==> src/rtl/fp_vec_mul_ctrl.sv <==
// fp_vec_mul_ctrl
// Sequencer in front of the double-precision multiplier. A launch streams up
// to 2^AW operand pairs out of the operand buffer, one pair per cycle, into the
// multiplier. Products are written back in arrival order into the result
// buffer. A watchdog aborts the run with err if the multiplier stops
// returning products while the block waits for them.
//
// Ports
//   clk, rst                 clock, synchronous active-high reset
//   start, len               launch request and vector length (clamped to 2^AW)
//   busy, done, err          status: running, one-cycle completion, watchdog abort
//   op_rd_en, op_rd_addr     operand buffer read port (data one cycle later)
//   op_a_data, op_b_data     operand buffer read data
//   mul_a, mul_b, mul_valid  registered operands to the multiplier
//   mul_finish, mul_result   product return from the multiplier
//   res_wr_en/addr/data      registered result buffer write port
//
// state    | meaning
// ---------+------------------------------------------------------------
// S_IDLE   | waiting for start; all strobes low
// S_ISSUE  | one operand read per cycle until N reads have been made
// S_DRAIN  | reads finished; collecting remaining products, watchdog running
// S_DONE   | one-cycle done pulse, then back to idle
module fp_vec_mul_ctrl #(
  parameter int DW      = 64,
  parameter int AW      = 4,
  parameter int TIMEOUT = 64   // must be at least 2
) (
  input  logic          clk,
  input  logic          rst,
  input  logic          start,
  input  logic [AW:0]   len,
  output logic          busy,
  output logic          done,
  output logic          err,
  output logic          op_rd_en,
  output logic [AW-1:0] op_rd_addr,
  input  logic [DW-1:0] op_a_data,
  input  logic [DW-1:0] op_b_data,
  output logic [DW-1:0] mul_a,
  output logic [DW-1:0] mul_b,
  output logic          mul_valid,
  input  logic          mul_finish,
  input  logic [DW-1:0] mul_result,
  output logic          res_wr_en,
  output logic [AW-1:0] res_wr_addr,
  output logic [DW-1:0] res_wr_data
);

  localparam int WDW = (TIMEOUT > 2) ? $clog2(TIMEOUT) : 1;
  localparam logic [AW:0]    MAX_LEN = {1'b1, {AW{1'b0}}};
  localparam logic [AW:0]    CNT_ONE = {{AW{1'b0}}, 1'b1};
  localparam logic [AW-1:0]  PTR_ONE = {{(AW-1){1'b0}}, 1'b1};
  localparam logic [WDW-1:0] WD_LOAD = WDW'(TIMEOUT - 1);
  localparam logic [WDW-1:0] WD_ONE  = WDW'(1);

  typedef enum logic [1:0] {S_IDLE, S_ISSUE, S_DRAIN, S_DONE} state_t;

  state_t        state_q, state_d;
  logic [AW:0]   n_len_q;
  logic [AW-1:0] rd_ptr_q;
  logic [AW:0]   issue_cnt_q;
  logic [AW-1:0] wr_ptr_q;
  logic [AW:0]   cmpl_cnt_q;
  logic [WDW-1:0] wd_cnt_q;
  logic          err_q;
  logic          rd_vld_q;

  logic [AW:0]   eff_len;
  logic          start_ok;
  logic          accept;
  logic          all_done;
  logic          wd_expire;

  assign eff_len  = (len > MAX_LEN) ? MAX_LEN : len;
  assign start_ok = (state_q == S_IDLE) && start;
  // Products beyond the N-th are dropped rather than overrunning the buffer.
  assign accept   = ((state_q == S_ISSUE) || (state_q == S_DRAIN)) &&
                    mul_finish && (cmpl_cnt_q < n_len_q);
  assign all_done = (cmpl_cnt_q == n_len_q);
  // A product arriving on the terminal cycle counts as progress.
  assign wd_expire = (state_q == S_DRAIN) && !mul_finish && !all_done &&
                     (wd_cnt_q <= WD_ONE);

  always_ff @(posedge clk) begin
    if (rst) state_q <= S_IDLE;
    else     state_q <= state_d;
  end

  always_comb begin
    state_d  = state_q;
    busy     = 1'b0;
    done     = 1'b0;
    op_rd_en = 1'b0;
    unique case (state_q)
      S_IDLE: begin
        if (start) state_d = (eff_len == '0) ? S_DONE : S_ISSUE;
      end
      S_ISSUE: begin
        busy     = 1'b1;
        op_rd_en = 1'b1;
        if (issue_cnt_q + CNT_ONE == n_len_q) state_d = S_DRAIN;
      end
      S_DRAIN: begin
        busy = 1'b1;
        if (all_done || wd_expire) state_d = S_DONE;
      end
      S_DONE: begin
        busy    = 1'b1;
        done    = 1'b1;
        state_d = S_IDLE;
      end
      default: state_d = S_IDLE;
    endcase
  end

  assign op_rd_addr = rd_ptr_q;
  assign err        = err_q;

  always_ff @(posedge clk) begin
    if (rst) begin
      n_len_q     <= '0;
      rd_ptr_q    <= '0;
      issue_cnt_q <= '0;
      wr_ptr_q    <= '0;
      cmpl_cnt_q  <= '0;
      wd_cnt_q    <= '0;
      err_q       <= 1'b0;
      rd_vld_q    <= 1'b0;
      mul_valid   <= 1'b0;
      mul_a       <= '0;
      mul_b       <= '0;
      res_wr_en   <= 1'b0;
      res_wr_addr <= '0;
      res_wr_data <= '0;
    end else begin
      if (start_ok) begin
        n_len_q     <= eff_len;
        rd_ptr_q    <= '0;
        issue_cnt_q <= '0;
        wr_ptr_q    <= '0;
        cmpl_cnt_q  <= '0;
        err_q       <= 1'b0;
      end

      // Watchdog is a down-counter: held at full load while issuing, reloaded
      // by every product in drain, and expires on its terminal count.
      if (state_q == S_ISSUE) begin
        rd_ptr_q    <= rd_ptr_q + PTR_ONE;
        issue_cnt_q <= issue_cnt_q + CNT_ONE;
        wd_cnt_q    <= WD_LOAD;
      end else if (state_q == S_DRAIN) begin
        if (mul_finish)            wd_cnt_q <= WD_LOAD;
        else if (wd_cnt_q != '0)   wd_cnt_q <= wd_cnt_q - WD_ONE;
      end

      if (wd_expire) err_q <= 1'b1;

      // Read data lands one cycle after the strobe; register it once more so
      // the multiplier sees clean flop outputs.
      rd_vld_q  <= op_rd_en;
      mul_valid <= rd_vld_q;
      if (rd_vld_q) begin
        mul_a <= op_a_data;
        mul_b <= op_b_data;
      end

      res_wr_en <= accept;
      if (accept) begin
        res_wr_addr <= wr_ptr_q;
        res_wr_data <= mul_result;
        wr_ptr_q    <= wr_ptr_q + PTR_ONE;
        cmpl_cnt_q  <= cmpl_cnt_q + CNT_ONE;
      end
    end
  end

endmodule
==> config.mk <==
export PLATFORM = sky130hd
export DESIGN_NAME = fp_vec_mul_ctrl
export DESIGN_NICKNAME = d
export VERILOG_FILES = /design/src/rtl/fp_vec_mul_ctrl.sv
export SDC_FILE = /design/constraint.sdc
export NUM_CORES = 1
export LEC_CHECK = 0
export ABC_CLOCK_PERIOD_IN_PS = 3000
export BUFFER_PORTS_ARGS = -buffer_cell sky130_fd_sc_hd__buf_2
export CORE_AREA = 2 2 156 158
export CTS_CLUSTER_SIZE = 8
export DETAILED_ROUTE_END_ITERATION = 16
export DIE_AREA = 0 0 158 160
export PLACE_DENSITY = 0.66
export SLEW_MARGIN = 30
export SYNTH_ARGS = -nofsm -noshare
export SYNTH_HDL_FRONTEND = slang
export SYNTH_SLANG_ARGS = --single-unit
==> constraint.sdc <==
create_clock -name clk -period 3 [get_ports clk]
set_clock_uncertainty 0.15 [all_clocks]
set_input_delay 0.6 -clock clk [delete_from_list [all_inputs] [get_ports clk]]
set_output_delay 0.6 -clock clk [all_outputs]
set_load 0.01 [all_outputs]
Word level (Yosys, flattened, before mapping)
Index checks and enable logic that the tools add are counted.

Register bits: 231. Output and inout bits: 206.

Add/subtract/negate cells: 5. Order comparisons: 3. Equal/unequal tests: 8. Mux-type cells: 21. Reductions and logical operators: 21.

Operators by type and width (count): 6-bit 2-to-1 mux (4); 5-bit 2-to-1 mux (4); 4-bit 2-to-1 mux (3); 5-bit by 1-bit adder with 5-bit output, second input constant (2); 5-bit == test (2); 4-bit by 1-bit adder with 4-bit output, second input constant (2); 2-bit 2-to-1 mux (4); 2-bit case mux with 4 select lines (1); 2-bit nonzero test (4); 6-bit by 1-bit less-or-equal comparator with 1-bit output, second input constant (1); 1-bit logical AND (6); 6-bit nonzero test (1); 6-bit by 1-bit subtractor with 6-bit output, second input constant (1); 5-bit greater-than comparator, second input constant (1); 5-bit logical NOT (1); 5-bit < comparator (1); 1-bit 2-to-1 mux (5); 2-bit == test, second input constant (2); 2-bit != test, second input constant (2); 3-bit AND reduction (1); 3-bit nonzero test (1); 3-bit OR reduction (1); 2-bit by 1-bit == test with 1-bit output, second input constant (1); 1-bit logical NOT (2); 4 further kinds (5).

Depth between registers and ports, before layout
Gate-level depths: netlist of the first run.

Depth after elaboration: 7. Mapped depth: 9. Gate-level depth less buffers: 7.

Worst setup path after synthesis of the first run
No wires, ideal clock.

Path kind: register -> register. Start: register n_len_q[4]. End: register cmpl_cnt_q[3]. Library setup time: 0.086 ns. Arrival time: 1.777 ns. Required time: 2.764 ns. Path slack: 0.987 ns. Cell stages (with the launch flop): 10. Path buffers: 2. Cells stage by stage: dfxtp_1 > inv_1 > ha_1 > and3_1 > o21ai_1 > and3_1 > buf_2 > buf_2 > a41oi_1 > a211oi_1.

Cells in the longest elaborated chain, start to end: 3. Elaborated cells on any way between the ends: 4. Classes of those cells: 1 x order compare; 1 x mux; 2 x reduce/logical.

Ends and longest elaborated chain: start: declaration (RTL line 60) `logic [AW:0] n_len_q;`; start signal: assignment (RTL line 138) `n_len_q <= eff_len;`; 5-bit < comparator (*) (RTL line 79) `mul_finish && (cmpl_cnt_q < n_len_q);`; 1-bit logical AND (*) (RTL line 79); 5-bit 2-to-1 mux / 2-bit nonzero test (equally long branches); end signal: assignment (RTL line 173) `cmpl_cnt_q <= cmpl_cnt_q + CNT_ONE;`; end: declaration (RTL line 64) `logic [AW:0] cmpl_cnt_q;`.

Mark *: on every way between the ends. The rest lies on a longest branch, timed or not. A chain may end at the register's enable or synchronous reset.

Worst setup path in the final report of the first run
Start: register state_q[1]. End: output port op_rd_en.

Cells in the longest elaborated chain, start to end: 2.

Ends and longest elaborated chain: start: declaration (RTL line 59) `state_t state_q, state_d;`; start signal: assignment (RTL line 87) `else state_q <= state_d;`; 2-bit by 1-bit == test with 1-bit output (RTL line 95) `unique case (state_q)`; 1-bit 2-to-1 mux (RTL line 95); end: declaration (RTL line 36) `output logic op_rd_en,`.

No other way between the ends.

==> results.cfg, run 1 <==
[synth]
synth-edff-count = 0
synth_area_leaders = dfxtp_1 (54%), mux2i_1 (15%), nand2_1 (6.6%)
synth.avg_cell_area_um2 = 9.34
ys.flop_type = dfxtp_1
yosysTopAreaCell = dfxtp_1
synthCells = 925
synth_compound_area_share_pct = 8.07
yosys_register_bits = 231
synth_most_common_cell = dfxtp_1
synthArstFlopShare_pct = 0
synth_top_family_by_area = simple AND/OR/NAND/NOR gates
synthMuxAreaShare_pct = 15.3
synthSimpleGateAreaFrac_pct = 16.3
synth_fa_ha_area_share_pct = 2.46
synth_top_area_share_pct = 53.5
yosysUniqueCellTypes = 38
syn_area_um2 = 8640
ys_seq_area_share_pct = 53.5
synth_common_cells = dfxtp_1 (231), nand2_1 (153), nor2_1 (149)
synthXorXnorAreaFrac_pct = 0.913
yosysWarningCount = 0
syn_nets = 1143

[finish]
area_growth_pct = 38.1
layout.nets = 1541
drive_above_1_share_pct = 35.1
nFillCells = 2276
post-route-util_pct = 50.1
fin_area_um2 = 11900
multi_input_area_um2 = 3730
ff_latch_area_um2 = 4630

[placement]
dpl_cell_area_um2 = 11000
hpwlAfterDp_mm = 17.2
portBuffers = 406
gp_congestion = 0.784

[detailed_routing]
detail_route.vias_per_cell = 4.67
drtPass1Iterations = 4
drc = 0
drt_iter0_markers = 377
totalWireLength_mm = 23.9
vias = 7706
wl_per_cell_um = 14.5
final_antenna_net_count = 0

[cts]
clk-insertion-delay-late_ps = 490
post_cts_buffers = 0
root_buffer = clkbuf_16
cts_buffers = 34
h-tree-depth = 2
cts_resized = 0
clk_pin_slew_ps = 50
cts_tree = done
cts.sinks = 231
cts_buffer_depth = 3
cts_hold_buf = 0

[power_and_ir_drop]
ir_drop_uv = 473
powerDensity_nw_per_um2 = 790
p_leak_nw = 5.42
total_power_w = 0.00942

[worst_setup_path]
worst-setup-path-type = flip-flop to primary output
required_ps = 2250
end_kind = primary output
startpoint_type = flip-flop
critPathArrivalTime_ps = 1590
cp_max_fo = 23

[timing]
tns_ps = 0
slew_viol_final = 0
slew_headroom_pct = 55.9
setup_viol = 0
period_needed_ps = 2340
hold_violations = 0
holdWs_ps = 199
fin_crit_sh_pct = 77.9
fmax_mhz = 428
tightest_slew_ps = 662
rsz0062_at_grt = no

[global_routing]
grt_use_total_pct = 17.8
grt-ovfl-total = 0
use_met2_pct = 30.8
grt_antenna_before_repair = 1
grt_pass1_wl_mm = 36.8
grt.busiest_layer = met2
grt_max_degree = 80
grtUsageMet1_pct = 20.9
grt_pass1_vias = 7306
grt.met3_usage_pct = 5.56

[floorplan]
core.rowCount = 57
die-width_um = 158
die_area_um2 = 25300
pin_count = 407
die_h_um = 160
start_util_pct = 36.3
fp.coreArea_um2 = 23800

[status]
status = finished clean

[flow_run]
drv_cap = 0

[min_path]
hp-class = primary input to flip-flop
==> per-stage QoR <==
step | setup WS (ps) | cells
2_1_floorplan | 987 | 925
3_3_place_gp | 748 | 1611
3_5_place_dp | 690 | 1611
4_1_cts | 633 | 1649
5_1_grt | 439 | 1650
6_report | 662 | 1650
==> sequential cells by signal, summed over array words and instances (netlist names), 5 cells and up <==
signal       flops
wd_cnt_q         6
mul_a           64
cmpl_cnt_q       5
res_wr_data     64
issue_cnt_q      5
n_len_q          5
mul_b           64
==> layout make-up <==
type | count | area share [%]
Timing Repair Buffer | 422 | 18.6
Clock inverter | 1 | 0.0734
Sequential cell | 231 | 38.8
Tap cell | 324 | 3.40
Multi-Input combinational cell | 621 | 31.3
Clock buffer | 37 | 7.41
Antenna cell | 1 | 0.0210
Inverter | 13 | 0.409
==> routing by layer <==
layer  up-vias  routed length, µm
met5         -                  0
met4         0                537
met3        43               2150
met2       271              11400
met1      3522               9780
li1       3870                  -
==> worst max-delay path, cell delays in order, from the launching register on <==
cell and delay (ps):
dfxtp_1 320, inv_1 130, ha_1 200, buf_4 270, buf_2 180
==> where the power goes <==
| group | switching, W | internal (W) |
|---|---|---|
| registers | 0.000272 | 0.00348 |
| clock network | 0.00125 | 0.00205 |
| logic | 0.00133 | 0.00104 |
==> cells in the final DEF, fill, tap and decap left out, types with 7 or more instances in the layout <==
master / n
a21oi_1: 88
buf_2: 405
buf_4: 11
clkbuf_16: 35
dfxtp_1: 230
ha_1: 17
inv_1: 13
mux2i_1: 132
nand2_1: 153
nand3_1: 11
nand3b_1: 8
nor2_1: 149
nor3b_1: 7
==> kinds of logic (layout without fill, tap and decap cells) <==
family / Yosys count / count (layout)
AO/OA/AOI/OAI: 118 / 118
XOR/XNOR: 9 / 9
adder cells (fa/ha/maj): 17 / 17
buffers and inverters: 73 / 473
flip-flops: 231 / 231
multiplexers: 132 / 132
other: 0 / 1
AND/OR/NAND/NOR: 345 / 345
==> path summary, 6_finish.rpt <==
kind / startpoint / to / slack, ps / cells after the start
max: state_q[1]$_SDFFE_PP0P_ / op_rd_en / 660 / 4
min: mul_result[25] / res_wr_data[25]$_SDFFE_PP0P_ / 200 / 3
max reg2reg: n_len_q[1]$_SDFFE_PP0P_ / res_wr_data[11]$_SDFFE_PP0P_ / 670 / 8
min reg2reg: res_wr_data[53]$_SDFFE_PP0P_ / res_wr_data[53]$_SDFFE_PP0P_ / 300 / 2
Note: power is estimated with default switching activity, not from simulation.
==> inputs of run 2 (changes only) <==
ABC_CLOCK_PERIOD_IN_PS = 2100   (was 3000)
CORE_AREA = 2 2 160 162   (was 2 2 156 158)
DIE_AREA = 0 0 162 164   (was 0 0 158 160)
PLACE_DENSITY = 0.65   (was 0.66)
clock period = 2.1 ns   (was 3 ns; I/O delays follow)
==> results.cfg, run 2 (same netlist as run 1, synthesis figures left out) <==
[status]
status = finished clean

[timing]
tns_ps = 0
period_needed_ps = 2020
hold_violations = 0
slew_headroom_pct = 70.7
rsz0062_at_grt = yes
holdWs_ps = 18.1
setup_viol = 0
tightest_slew_ps = 439
fmax_mhz = 494
slew_viol_final = 0
fin_crit_sh_pct = 96.4

[detailed_routing]
detail_route.vias_per_cell = 4.65
final_antenna_net_count = 0
totalWireLength_mm = 25.7
drt_iter0_markers = 366
drtPass1Iterations = 4
drc = 0
wl_per_cell_um = 15.1
vias = 7922

[power_and_ir_drop]
powerDensity_nw_per_um2 = 1110
p_leak_nw = 5.66
ir_drop_uv = 739

[cts]
clk-insertion-delay-late_ps = 490
cts_buffers = 34
cts_buffer_depth = 3
cts.sinks = 231
cts_tree = done
clk_pin_slew_ps = 50
h-tree-depth = 2
root_buffer = clkbuf_16

[global_routing]
grt_pass1_vias = 7737
grt-ovfl-total = 0
grt_pass1_wl_mm = 38.7
grt_use_total_pct = 18.0
grt_max_degree = 60
grt_antenna_before_repair = 1

[worst_setup_path]
required_ps = 1530
worst-setup-path-type = flip-flop to primary output
worst_r2r_endpoint = res_wr_data[43]$_SDFFE_PP0P_
r2r_cells = 9
critPathArrivalTime_ps = 1450
r2r_start = n_len_q[1]$_SDFFE_PP0P_
end_kind = primary output
cp_max_fo = 12
startpoint_type = flip-flop
worst-r2r-setup-slack_ps = 90

[floorplan]
core.rowCount = 58
die_area_um2 = 26600
die-width_um = 162
fp.coreArea_um2 = 24800
start_util_pct = 34.8
pin_count = 407
die_h_um = 164

[placement]
dp.cells = 1634
portBuffers = 406
gp_congestion = 0.796
hpwlAfterDp_mm = 18.4

[finish]
layout_commonest_cell = buf_2
layout_common_cells = buf_2 (406), dfxtp_1 (229), nand2_1 (152)
finalNonFillerCells = 1704
reg_top3 = mul_a x64, mul_b x64, res_wr_data x64
layout.nets = 1590
area_growth_pct = 44.5
drive_above_1_share_pct = 35.9

[min_path]
hp-class = primary input to flip-flop
min_from = op_a_data[59]
hold_path_end = mul_a[59]$_SDFFE_PP0P_
hold_depth = 3

[flow_run]
drv_cap = 0
==> run 2: metrics by stage <==
| step | cell area, µm² | utilization, % | total power, W | setup WS (ps) |
|---|---|---|---|---|
| finish | 12500 | 50.3 | 0.0138 | 75.9 |
| global route | 12500 | 50.3 | 0.0145 | -49.3 |
| CTS | 12400 | 50.0 | 0.0139 | 1.27 |
| detailed placement | 11200 | 45.2 | 0.00905 | 23.6 |
| global placement | 11200 | 45.2 | 0.00899 | 105 |
| floorplan | 8640 | - | 0.00763 | 87.2 |
==> run 2: worst max path at each step <==
stage                                    to  depth (start not counted)  slack, ps                     from
2_1_floorplan    cmpl_cnt_q[3]$_SDFFE_PP0P_                          9         90  n_len_q[4]$_SDFFE_PP0P_
3_3_place_gp   res_wr_data[48]$_SDFFE_PP0P_                          9        100  state_q[1]$_SDFFE_PP0P_
3_5_place_dp     cmpl_cnt_q[3]$_SDFFE_PP0P_                          8         20  state_q[1]$_SDFFE_PP0P_
4_1_cts        res_wr_data[25]$_SDFFE_PP0P_                          9          1  state_q[1]$_SDFFE_PP0P_
5_1_grt        res_wr_data[47]$_SDFFE_PP0P_                          9        -50  n_len_q[1]$_SDFFE_PP0P_
6_report                           op_rd_en                          4         80  state_q[1]$_SDFFE_PP0P_
==> run 2: area by class of cell <==
type	count	area (µm²)
antenna	1	2.50
timing repair buffer	471	2740
inverter	13	48.8
tap	330	413
multi-input combinational	621	3770
clock inverter	1	16.3
clock buffer	36	858
sequential	231	4630
fill	2356	12300
==> run 2: routing by layer <==
metal | wire [µm] | vias to the layer above | global-route usage (%)
met2 | 12500 | 313 | 31.3
li1 | - | 3968 | -
met4 | 529 | 0 | 5.91
met3 | 2330 | 39 | 6.06
met5 | 0 | - | 0
met1 | 10300 | 3602 | 20.8
==> run 2: worst max-delay path, stage by stage, from the launching register on <==
cell and delay [ps]:
dfxtp_2 330, inv_1 160, ha_4 180, buf_6 150, buf_2 150
==> run 2: timing repair <==
action | CTS | global route
hold buffers | 29 | 0
endpoints found under the setup margin | 1 | 76
gates resized for setup | 2 | 11
buffers inserted | 0 | 1
endpoints found under the hold margin | 29 | 0
cloned | 1 | 1
pin swaps | 0 | 2
==> run 2: report_power, final <==
| part | switching (W) | internal (W) | leakage, nW | total, W |
|---|---|---|---|---|
| registers | 0.000340 | 0.00498 | 1.88 | 0.00532 |
| clock network | 0.00180 | 0.00285 | 0.428 | 0.00465 |
| logic | 0.00210 | 0.00173 | 3.36 | 0.00383 |
==> inputs of run 3 (changes only) <==
PLACE_DENSITY = 0.71   (was 0.65)
==> results.cfg, run 3 (same netlist as run 1, synthesis figures left out) <==
[global_routing]
grt_max_degree = 67
grt_use_total_pct = 17.5
grt_pass1_wl_mm = 37.5
grt_antenna_before_repair = 0
grt_pass1_vias = 7468
grt-ovfl-total = 0

[timing]
fin_crit_sh_pct = 99.3
tns_ps = 0
post-route-worst-setup-slack_ps = 14.5
fmax_mhz = 480
slew_headroom_pct = 71.8
setup_viol = 0
rsz0062_at_grt = yes
tightest_slew_ps = 420
hold_violations = 0
slew_viol_final = 0
period_needed_ps = 2090

[floorplan]
die-width_um = 162
die_area_um2 = 26600
start_util_pct = 34.8
pin_count = 407
core.rowCount = 58
fp.coreArea_um2 = 24800
die_h_um = 164

[detailed_routing]
final_antenna_net_count = 0
vias = 7987
drc = 0
detail_route.vias_per_cell = 4.73
drt_iter0_markers = 461
totalWireLength_mm = 26.5
drtPass1Iterations = 5
wl_per_cell_um = 15.7

[cts]
h-tree-depth = 2
cts_tree = done
clk-insertion-delay-late_ps = 490
cts.sinks = 231
clk_pin_slew_ps = 50
cts_buffer_depth = 3
root_buffer = clkbuf_16
cts_buffers = 35

[worst_setup_path]
startpoint = issue_cnt_q[1]$_SDFFE_PP0P_
worst-r2r-setup-slack_ps = 10
critPathArrivalTime_ps = 2320
cp_common_cell = xnor2_2
slowest_delay_ps = 470
worst_r2r_endpoint = state_q[0]$_SDFFE_PP0P_
crit_end = state_q[0]$_SDFFE_PP0P_
path_delay_family = compound AO/OA/AOI/OAI gates
startpoint_type = flip-flop
r2r_start = issue_cnt_q[1]$_SDFFE_PP0P_
cp_cell_sequence = ha_4, buf_4, xnor2_2, xnor2_2, o41ai_4, a31oi_1, a311oi_2
end_kind = flip-flop
critical_path_depth = 7
required_ps = 2330
r2r_cells = 7
cp_max_fo = 4
worst-setup-path-type = flip-flop to flip-flop
cp_num_buf_inv = 1
crit_slowest_cell = o41ai_4

[placement]
gp_congestion = 0.801
portBuffers = 406
place_worst_setup_slack_ps = -35.8
hpwlAfterDp_mm = 18.1

[finish]
reg_top3 = mul_a x64, mul_b x64, res_wr_data x64
ff_latch_area_um2 = 4630
layout.nets = 1571
drive_above_1_share_pct = 37.4
layout_common_cells = buf_2 (405), dfxtp_1 (225), nand2_1 (153)
layout_commonest_cell = buf_2
diodes = 0
area_growth_pct = 43.3
multi_input_area_um2 = 3800
nFillCells = 2312

[min_path]
hp-class = primary input to flip-flop

[power_and_ir_drop]
p_leak_nw = 5.63
powerDensity_nw_per_um2 = 1140
ir_drop_uv = 527
total_power_w = 0.0141

[status]
status = finished clean

[flow_run]
drv_cap = 0
run 3: cell count changes in the layout (fill, tap and decap cells not counted), moves of 2 or more:
| cell | change |
|---|---|
| dlygate4sd3_1 | -26 |
| dfxtp_1 | -4 |
| dfxtp_2 | +4 |
| a21oi_1 | +3 |
| a21oi_2 | -3 |
| buf_4 | +3 |
| clkbuf_16 | +3 |
| xnor2_1 | -2 |
| xnor2_2 | +2 |
run 3: routing by layer:
layer  up-vias  share of wire, %  GRT usage (%)
met1      3642                40           20.9
met2       374                48           30.2
met5         -                 0              0
li1       3920                 -              -
met4         0               2.8           7.00
met3        51               8.7           4.57
run 3: metrics by stage:
| stage | instances | instance area, µm² | hold WS, ps | util [%] |
|---|---|---|---|---|
| 6_report | 1687 | 12400 | 13.9 | 49.9 |
| 3_3_place_gp | 1634 | 11200 | 289 | 45.2 |
| 5_1_grt | 1687 | 12400 | 11.7 | 49.9 |
| 4_1_cts | 1678 | 12200 | 1.21 | 49.1 |
| 3_5_place_dp | 1634 | 11200 | 295 | 45.2 |
| 2_1_floorplan | 925 | 8640 | 290 | - |
run 3: cell type report:
cell class | instances | area share (%)
clock inverter | 2 | 0.131
sequential | 231 | 37.4
tap | 330 | 3.34
clock buffer | 39 | 7.28
multi-input combinational | 622 | 30.7
timing repair buffer | 450 | 20.7
inverter | 13 | 0.394
run 3: worst min-delay path by stage:
stage,start,cells after the start,end
after floorplan,wr_ptr_q[3]$_SDFFE_PP0P_,1,wr_ptr_q[3]$_SDFFE_PP0P_
after global placement,res_wr_data[23]$_SDFFE_PP0P_,2,res_wr_data[23]$_SDFFE_PP0P_
after detailed placement,res_wr_data[17]$_SDFFE_PP0P_,2,res_wr_data[17]$_SDFFE_PP0P_
after CTS,mul_result[39],3,res_wr_data[39]$_SDFFE_PP0P_
after global routing,mul_result[39],3,res_wr_data[39]$_SDFFE_PP0P_
final,mul_result[39],3,res_wr_data[39]$_SDFFE_PP0P_
run 3: power by group:
group | switching [W] | leakage [nW] | internal (W)
clock | 0.00181 | 0.447 | 0.00298
sequential | 0.000392 | 1.88 | 0.00498
combinational | 0.00211 | 3.31 | 0.00177
run 3: timing repair:
action / CTS / global route
hold buffers: 3 / 0
endpoints found under the hold margin: 3 / 0
resized for setup: 5 / 18
setup endpoints to repair: 13 / 79
setup buffers: 0 / 4
pin swaps: 0 / 8
gates cloned: 0 / 5
run 3: worst reg2reg max path, delay by kind of cell (launching register included):
kind,cells,cell delay [ps]
AO/OA/AOI/OAI,3,900
XOR/XNOR,2,300
adder cells (fa/ha/maj),1,160
buffers and inverters,1,140
flip-flops,1,340
